$ cat config.mk
export PLATFORM = sky130hd
export DESIGN_NAME = mopshub_test_sequencer
export DESIGN_NICKNAME = d
export VERILOG_FILES = /design/src/rtl/mopshub_test_sequencer.sv
export SDC_FILE = /design/constraint.sdc
export NUM_CORES = 1
export LEC_CHECK = 0
export ABC_CLOCK_PERIOD_IN_PS = 2250
export CAP_MARGIN = 30
export CORE_UTILIZATION = 25
export CTS_CLUSTER_DIAMETER = 200
export DETAILED_ROUTE_END_ITERATION = 8
export GPL_TIMING_DRIVEN = 0
export PLACE_DENSITY = 0.59
export SLEW_MARGIN = 20
export SYNTH_ARGS = -nofsm -noshare
export SYNTH_HDL_FRONTEND = slang
export SYNTH_SLANG_ARGS = --single-unit
$ cat constraint.sdc
create_clock -name clk_40_m -period 2.25 [get_ports clk_40_m]
set_clock_uncertainty 0.05 [all_clocks]
set_input_delay 0.45 -clock clk_40_m [delete_from_list [all_inputs] [get_ports clk_40_m]]
set_output_delay 0.45 -clock clk_40_m [all_outputs]
set_load 0.1 [all_outputs]
$ cat src/rtl/mopshub_test_sequencer.sv
`timescale 1ns/1ps
// MOPSHUB test sequencer: walks CAN buses 0..n_buses issuing RX/TX/advanced test requests and tallies pass/fail.
// Optional feature macro SEQ_TIMEOUT_EN builds the per-test timeout counter; without it RUN waits for the end pulse.
module mopshub_test_sequencer #(
  parameter int N_BUS      = 16,
  parameter int BUS_W      = 5,
  parameter int GAP_CYCLES = 120,
  parameter int TIMEOUT    = 4096,
  parameter int CNT_W      = 16
) (
  input  logic             clk_40_m,
  input  logic             rst,
  input  logic             start,
  input  logic             trim_en,
  input  logic [1:0]       mode,
  input  logic             loop_en,
  input  logic [BUS_W-1:0] n_buses,
  input  logic             sign_on,
  input  logic             end_power_init,
  input  logic             test_rx_end,
  input  logic             test_tx_end,
  input  logic             test_advanced_end,
  output logic             test_rx,
  output logic             test_tx,
  output logic             test_advanced,
  output logic [BUS_W-1:0] bus_sel,
  output logic             endwait_all,
  output logic             osc_auto_trim,
  output logic             busy,
  output logic             done,
  output logic [CNT_W-1:0] pass_cnt,
  output logic [CNT_W-1:0] fail_cnt,
  output logic [BUS_W-1:0] err_bus
);

  // Handshake: a request level stays high for the whole RUN state; only the end pulse
  // matching the active request (sampled high on a rising edge) completes the test.
  typedef enum logic [2:0] {
    S_IDLE, S_WAIT_SIGNON, S_ARM, S_RUN, S_ENDWAIT, S_GAP, S_NEXT, S_FINISH
  } state_t;

  localparam logic [1:0] MODE_TX   = 2'd1;
  localparam logic [1:0] MODE_RXTX = 2'd2;
  localparam logic [1:0] MODE_ADV  = 2'd3;
  localparam logic PH_RX = 1'b0;
  localparam logic PH_TX = 1'b1;
  localparam logic [BUS_W-1:0] MAX_BUS = BUS_W'(N_BUS - 1);
  localparam int GAP_W = (GAP_CYCLES > 1) ? $clog2(GAP_CYCLES) : 1;
  localparam logic [GAP_W-1:0] GAP_LAST = GAP_W'((GAP_CYCLES > 0) ? GAP_CYCLES - 1 : 0);

  state_t           state_q, state_d;
  logic [1:0]       mode_q, mode_d;
  logic             phase_q, phase_d;
  logic [BUS_W-1:0] last_bus_q, last_bus_d;
  logic [BUS_W-1:0] bus_sel_q, bus_sel_d;
  logic [GAP_W-1:0] gap_cnt_q, gap_cnt_d;
  logic [CNT_W-1:0] pass_cnt_q, pass_cnt_d;
  logic [CNT_W-1:0] fail_cnt_q, fail_cnt_d;
  logic [BUS_W-1:0] err_bus_q, err_bus_d;
  logic             test_rx_q, test_rx_d;
  logic             test_tx_q, test_tx_d;
  logic             test_adv_q, test_adv_d;
  logic             endwait_q, endwait_d;
  logic             trim_q, trim_d;
  logic             busy_q, busy_d;
  logic             done_q, done_d;
  logic             end_hit;
  logic             timeout_hit;
  logic             phase_init;

`ifdef SEQ_TIMEOUT_EN
  localparam int TMO_W = $clog2(TIMEOUT + 1);
  localparam logic [TMO_W-1:0] TMO_LAST = TMO_W'(TIMEOUT - 1);

  logic [TMO_W-1:0] tmo_cnt_q, tmo_cnt_d;

  always_comb begin
    tmo_cnt_d = tmo_cnt_q;
    if (state_q == S_ARM) begin
      tmo_cnt_d = '0;
    end else if (state_q == S_RUN && tmo_cnt_q != TMO_LAST) begin
      tmo_cnt_d = tmo_cnt_q + TMO_W'(1);
    end
  end

  // RUN lasts exactly TIMEOUT cycles when no end pulse arrives.
  assign timeout_hit = (state_q == S_RUN) && (tmo_cnt_q == TMO_LAST);

  always_ff @(posedge clk_40_m) begin
    if (!rst) tmo_cnt_q <= '0;
    else      tmo_cnt_q <= tmo_cnt_d;
  end
`else
  // No timeout counter in this build: the comparison is always false.
  assign timeout_hit = (TIMEOUT < 0);
`endif

  assign phase_init = (mode_q == MODE_TX) ? PH_TX : PH_RX;

  always_comb begin
    state_d    = state_q;
    mode_d     = mode_q;
    phase_d    = phase_q;
    last_bus_d = last_bus_q;
    bus_sel_d  = bus_sel_q;
    gap_cnt_d  = gap_cnt_q;
    pass_cnt_d = pass_cnt_q;
    fail_cnt_d = fail_cnt_q;
    err_bus_d  = err_bus_q;
    trim_d     = trim_q;
    end_hit    = 1'b0;

    case (state_q)
      S_IDLE: begin
        if (start) begin
          state_d    = S_WAIT_SIGNON;
          mode_d     = mode;
          phase_d    = (mode == MODE_TX) ? PH_TX : PH_RX;
          last_bus_d = (n_buses > MAX_BUS) ? MAX_BUS : n_buses;
          bus_sel_d  = '0;
          pass_cnt_d = '0;
          fail_cnt_d = '0;
          err_bus_d  = '0;
          trim_d     = trim_en;
        end
      end
      S_WAIT_SIGNON: if (sign_on) state_d = S_ARM;
      S_ARM:         state_d = S_RUN;
      S_RUN: begin
        if (mode_q == MODE_ADV)     end_hit = test_advanced_end;
        else if (phase_q == PH_TX)  end_hit = test_tx_end;
        else                        end_hit = test_rx_end;
        if (end_hit) begin
          if (pass_cnt_q != '1) pass_cnt_d = pass_cnt_q + CNT_W'(1);
          state_d = S_ENDWAIT;
        end else if (timeout_hit) begin
          if (fail_cnt_q != '1) fail_cnt_d = fail_cnt_q + CNT_W'(1);
          err_bus_d = bus_sel_q;
          state_d   = S_ENDWAIT;
        end
      end
      S_ENDWAIT: begin
        gap_cnt_d = '0;
        state_d   = (GAP_CYCLES == 0) ? S_NEXT : S_GAP;
      end
      S_GAP: begin
        if (gap_cnt_q == GAP_LAST) state_d = S_NEXT;
        else                       gap_cnt_d = gap_cnt_q + GAP_W'(1);
      end
      S_NEXT: begin
        if (mode_q == MODE_RXTX && phase_q == PH_RX) begin
          phase_d = PH_TX;
          state_d = S_ARM;
        end else if (bus_sel_q < last_bus_q) begin
          bus_sel_d = bus_sel_q + BUS_W'(1);
          phase_d   = phase_init;
          state_d   = S_ARM;
        end else if (loop_en) begin
          bus_sel_d = '0;
          phase_d   = phase_init;
          state_d   = S_ARM;
        end else begin
          state_d = S_FINISH;
        end
      end
      S_FINISH: state_d = S_IDLE;
      default:  state_d = S_IDLE;
    endcase

    if (end_power_init) trim_d = 1'b0;

    // Outputs are registered from the next state so they line up with it.
    test_rx_d  = (state_d == S_RUN) && (mode_d != MODE_ADV) && (phase_d == PH_RX);
    test_tx_d  = (state_d == S_RUN) && (mode_d != MODE_ADV) && (phase_d == PH_TX);
    test_adv_d = (state_d == S_RUN) && (mode_d == MODE_ADV);
    endwait_d  = (state_d == S_ENDWAIT);
    busy_d     = (state_d != S_IDLE);
    done_d     = (state_d == S_FINISH);
  end

  always_ff @(posedge clk_40_m) begin
    if (!rst) begin
      state_q    <= S_IDLE;
      mode_q     <= '0;
      phase_q    <= PH_RX;
      last_bus_q <= '0;
      bus_sel_q  <= '0;
      gap_cnt_q  <= '0;
      pass_cnt_q <= '0;
      fail_cnt_q <= '0;
      err_bus_q  <= '0;
      test_rx_q  <= 1'b0;
      test_tx_q  <= 1'b0;
      test_adv_q <= 1'b0;
      endwait_q  <= 1'b0;
      trim_q     <= 1'b0;
      busy_q     <= 1'b0;
      done_q     <= 1'b0;
    end else begin
      state_q    <= state_d;
      mode_q     <= mode_d;
      phase_q    <= phase_d;
      last_bus_q <= last_bus_d;
      bus_sel_q  <= bus_sel_d;
      gap_cnt_q  <= gap_cnt_d;
      pass_cnt_q <= pass_cnt_d;
      fail_cnt_q <= fail_cnt_d;
      err_bus_q  <= err_bus_d;
      test_rx_q  <= test_rx_d;
      test_tx_q  <= test_tx_d;
      test_adv_q <= test_adv_d;
      endwait_q  <= endwait_d;
      trim_q     <= trim_d;
      busy_q     <= busy_d;
      done_q     <= done_d;
    end
  end

  assign test_rx       = test_rx_q;
  assign test_tx       = test_tx_q;
  assign test_advanced = test_adv_q;
  assign bus_sel       = bus_sel_q;
  assign endwait_all   = endwait_q;
  assign osc_auto_trim = trim_q;
  assign busy          = busy_q;
  assign done          = done_q;
  assign pass_cnt      = pass_cnt_q;
  assign fail_cnt      = fail_cnt_q;
  assign err_bus       = err_bus_q;

endmodule

**After elaboration in Yosys (flattened, before gate mapping)**

Index checks and enable logic that the tools add are counted.

- Bits of input ports: 17
- Output and inout port bits: 49
- Register bits after elaboration: 46
- Logic and storage cells: 93

- Bitwise operators: 3
- $lt $le $gt $ge: 2
- Reduce and logical (&&, ||, !) cells: 15
- Multiplexer cells: 32
- $add $sub $neg: 3
- Equal/unequal tests: 24

Operators by type and width:

| kind | count |
|---|---|
| 16-bit two-way mux | 3 |
| 16-bit case mux with 2 select lines | 1 |
| 5-bit two-way mux | 5 |
| 3-bit case mux with 8 select lines | 1 |
| 3-bit two-way mux | 7 |
| 3-bit equality test, second input constant | 6 |
| 16-bit by 1-bit adder with 16-bit output, second input constant | 1 |
| 16-bit != test, second input constant | 1 |
| 7-bit case mux with 2 select lines | 1 |
| 2-bit != test, second input constant | 6 |
| 5-bit case mux with 2 select lines | 1 |
| 3-bit by 2-bit equality test with 1-bit output, second input constant | 3 |
| 1-bit two-way mux | 9 |
| 4-bit AND reduction | 2 |
| 7-bit by 1-bit adder with 7-bit output, second input constant | 1 |
| 7-bit equality test, second input constant | 1 |
| 7-bit two-way mux | 1 |
| 2-bit equality test, second input constant | 3 |
| 2-bit nonzero test | 3 |
| 5-bit by 1-bit adder with 5-bit output, second input constant | 1 |
| 5-bit by 4-bit > comparator with 1-bit output, second input constant | 1 |
| 1-bit logical AND | 5 |
| 5-bit < comparator | 1 |
| 2-bit by 1-bit equality test with 1-bit output, second input constant | 2 |
| 9 further kinds | 13 |

**Logic depth before layout (Yosys ltp)**

- Depth after elaboration: 8
- Mapped depth: 8
- Mapped depth without buffers: 7

**Least setup slack after synthesis**

Ideal clock, no wire load.

- Kind: flip-flop to flip-flop
- Start: register bus_sel_q[2], in the netlist bus_sel[2]
- End: register bus_sel_q[3], in the netlist bus_sel[3]
- Data required time: 2.105 ns
- Buffers on the path: 0
- Stages on the path, launching flop included: 7
- Arrival time: 2.691 ns
- Library setup time: 0.095 ns
- Period minus slack after synthesis: 2.836 ns
- Path slack: -0.586 ns
- Cell sequence: dfxtp_1 ha_1 a21oi_1 o21ai_0 a311o_1 or3_1 a221oi_1

- Cells in the longest elaborated chain, start to end: 4
- Elaborated cells between the ends (all ways): 7
- Classes of those cells: 1 x add/sub; 1 x order compare; 1 x eq/ne; 3 x mux; 1 x reduce/logical

RTL lines:

| what | line | text |
|---|---|---|
| from (decl) | 55 | `logic [BUS_W-1:0] bus_sel_q, bus_sel_d;` |
| from (signal assigned) | 204 | `bus_sel_q <= bus_sel_d;` |
| 5-bit by 1-bit adder with 5-bit output / 5-bit < comparator (equally long branches) | 155, 154 |  |
| 5-bit two-way mux | 154 | `end else if (bus_sel_q < last_bus_q) begin` |
| 5-bit two-way mux | 151 | `if (mode_q == MODE_RXTX && phase_q == PH_RX) begin` |
| 5-bit case mux with 2 select lines | 113 | `case (state_q)` |

Parallel ways exist; a longest one is shown, timed or not. The select of a mux whose other input is x is not followed.
A chain may end at the register's enable or synchronous reset.

**Worst setup path in the final report**

- Start: register bus_sel_q[2], in the netlist bus_sel[2]
- End: register bus_sel_q[1], in the netlist bus_sel[1]

- Cells in the longest elaborated chain, start to end: 4
- Elaborated cells between the ends (all ways): 6
- Classes of those cells: 1 x order compare; 1 x eq/ne; 3 x mux; 1 x reduce/logical

RTL lines:

| what | line |
|---|---|
| 5-bit < comparator * | 154 |
| 5-bit two-way mux | 154 |
| 5-bit two-way mux | 151 |
| 5-bit case mux with 2 select lines | 113 |

Every way passes the cells marked *; elsewhere a longest branch is shown, timed or not. The select of a mux whose other input is x is not followed.

==> flow_summary.ini <==
[sta]
finalMaxSlewViolations = 0
worst_slack_ns = 0.0764
relSlewSlack = 0.355
clock.fmax_ghz = 0.460
worstMarginPinSlew_ns = 0.972
period_share = 0.966
hold_viol = 0
period_minus_slack_ns = 2.17
setup_viol = 0

[hold_path]
whs_path_depth = 2
worstHoldStart = last_bus_q[4]$_SDFFE_PN0P_
hold_class = reg2reg

[critical_path]
cp.arrival_ns = 2.33
end_kind = flop
worstPathMaxFanout = 7
start_kind = flop
crit_required_ns = 2.41
crit_start = bus_sel[2]$_SDFFE_PN0P_
timing.rr.start = bus_sel[2]$_SDFFE_PN0P_
reg2reg_depth = 7
setup.worst_path.class = reg2reg

[floorplan]
dieArea_um2 = 10400
ios = 66
start_util = 0.256
core_area_um2 = 9730
chipWidth_um = 102
rows = 36
die-height_um = 102

[route]
wl_um = 6130
drtIter0Drc = 98
wl_met2_um = 3060
met3_wirelength_um = 289
first_pass_iters = 8
wl_met1_um = 2700
antenna_left = 0
topRoutingLayerUsed = met4
num_vias = 2279
avgRoutedWirePerCell_um = 12.2
drc = 1
viasPerCell = 4.53

[clocking]
clk_pin_slew_ns = 0.10
clk_latency_ns = 0.30
cts_root_buffer = clkbuf_8
cts_tree = yes
hold_buffers = 0
htreeDepth = 2
cts_buffers = 5
clockBufferDepth = 2
clkSinkCount = 46

[synthesis]
yosysWarningCount = 0
ys_ff_latch = 46
syn_avg_cell_area_um2 = 8.50
synth-main-ff-cell = dfxtp_1
synth.area.top_cells = dfxtp_1, buf_4, ha_1
netlist_area_um2 = 2490
ys_types = 54
synth_edf_count = 0
yosys.area.top_type = dfxtp_1
yosysSeqAreaShare = 0.370
syn_inst = 293
synth_top_cell_area_share = 0.370
async_flop_share = 0

[power_and_ir_drop]
ir_worst_vdd_uv = 233
p_per_area_nw_per_um2 = 582
power.total_uw = 1950
p_leak_uw = 0.00138

[global_route]
grt_pass1_wl_um = 9800
grt-ovfl-total = 0
antenna_found_initial = 0
grt_pass1_vias = 2139
grt_usage = 0.122
grt_max_degree = 15

[cells_and_area]
nNetsFinal = 393
syn_to_final_growth_pct = 34.6
fillers = 1051
antenna-diode-count = 0
drive_above_1_share = 0.195

[placement]
place_ws_ns = -0.522
place_hpwl_um = 4600
gp_congestion = 0.806
placement.io_buffers = 44

[run_status]
failed_checks = DRC
status = finished with violations

[job]
drv_cap = 0
## routing by layer
layer  track usage  vias up
met3        0.0338        6
li1              -     1176
met2         0.215       42
met5             0        -
met4        0.0424        0
met1         0.140     1055
## flip-flops by register name (all words and copies together) (netlist names)
register,cells
bus_sel,5
gap_cnt_q,7
busy,1
endwait_all,1
test_tx,1
pass_cnt,16
state_q,3
last_bus_q,5
mode_q,2
osc_auto_trim,1
test_advanced,1
test_rx,1
done,1
phase_q,1
## worst max-delay path, cell delays in order, from the launching register on
cell and delay (ns):
dfxtp_4 0.37, ha_1 0.31, a21oi_2 0.17, o21ai_2 0.10
buf_4 0.14, a311oi_2 0.57, nand2_1 0.11, a221oi_1 0.25
## cells by family (layout without fill, tap and decap cells)
group,count (synthesis),count (layout),share of synthesized area
fa+ha+maj,7,7,0.0352
compound gates,64,64,0.178
simple gates,113,113,0.249
buf+inv,46,103,0.108
mux,4,4,0.0161
flops,46,46,0.370
xor+xnor,12,12,0.0422
other cells,1,21,0.00151
## worst paths after layout
path / end / slack [ns]
worst max-delay path: bus_sel[1]$_SDFFE_PN0P_ / 0.08
worst min-delay path: last_bus_q[4]$_SDFFE_PN0P_ / 0.40
worst max register to register: bus_sel[1]$_SDFFE_PN0P_ / 0.08
worst min register to register: last_bus_q[4]$_SDFFE_PN0P_ / 0.40
## final cells by class
type                    instances  area [um2]  area share
well taps                     133         166      0.0497
repair buffers                 49         442       0.132
inverters                      13        48.8      0.0146
plain buffers                  33         229      0.0683
clock buffers                   7        86.3      0.0258
multi-input cells             221        1400       0.419
clock inverters                 1        8.76     0.00261
flip-flops and latches         46         966       0.288
## synthesized netlist by cell type (2+ instances only)
cell	count
nor2_1	21
nor3_1	11
a21oi_1	16
ha_1	7
and4_1	3
inv_1	13
buf_2	2
buf_4	21
buf_6	2
or3_1	12
xnor2_1	6
a211oi_1	8
and3b_1	3
a311o_1	2
nor2b_1	4
nand4_1	9
a221oi_1	4
nand2b_1	2
o21ai_0	14
dfxtp_1	46
mux2i_1	4
nor4_1	4
and3_1	2
and2_1	4
o21a_1	4
nand3_1	12
nand2_1	19
clkbuf_1	7
xor2_1	6
## power by group
| group | switching [uW] | total (uW) | internal, uW |
|---|---|---|---|
| Sequential | 19.4 | 851 | 832 |
| Combinational | 387 | 545 | 158 |
| Clock | 299 | 554 | 255 |
| Total | 706 | 1950 | 1240 |
## per-stage QoR
stage | instances | hold WS (ns) | instance area, um2 | setup TNS [ns] | util
final | 503 | 0.404 | 3350 | 0 | 0.344
after CTS | 500 | 0.410 | 3300 | 0 | 0.339
after global routing | 503 | 0.437 | 3350 | -0.0356 | 0.344
after global placement | 490 | 0.392 | 3220 | -8.77 | 0.331
after floorplan | 313 | 0.370 | 2610 | 0 | -
after detailed placement | 490 | 0.396 | 3220 | -9.25 | 0.331
## cell usage in the layout (no fill, tap or decap), types with 4 or more instances in the layout
cell type / Yosys / routed
or3_1: 12 / 12
o21a_1: 4 / 4
dlygate4sd2_1: 0 / 29
dfxtp_1: 46 / 26
nor2b_1: 4 / 4
dfxtp_4: 0 / 8
nor2_1: 21 / 21
conb_1: 1 / 21
nor4_1: 4 / 4
nand4_1: 9 / 9
xnor2_1: 6 / 6
nand3_1: 12 / 12
clkdlybuf4s50_1: 0 / 15
inv_1: 13 / 13
a211oi_1: 8 / 8
nor3_1: 11 / 10
ha_1: 7 / 7
xor2_1: 6 / 6
a21oi_1: 16 / 13
clkbuf_8: 0 / 6
and2_1: 4 / 4
clkbuf_1: 7 / 6
buf_4: 21 / 27
o21ai_0: 14 / 11
dfxtp_2: 0 / 12
mux2i_1: 4 / 4
nand2_1: 19 / 18
## repair_timing
| item | in CTS | in global routing |
|---|---|---|
| pin swaps | 1 | 4 |
| resized for setup | 35 | 10 |
| setup endpoints to repair | 45 | 14 |
| setup buffers | 2 | 3 |
(Power assumes the default switching activity.)
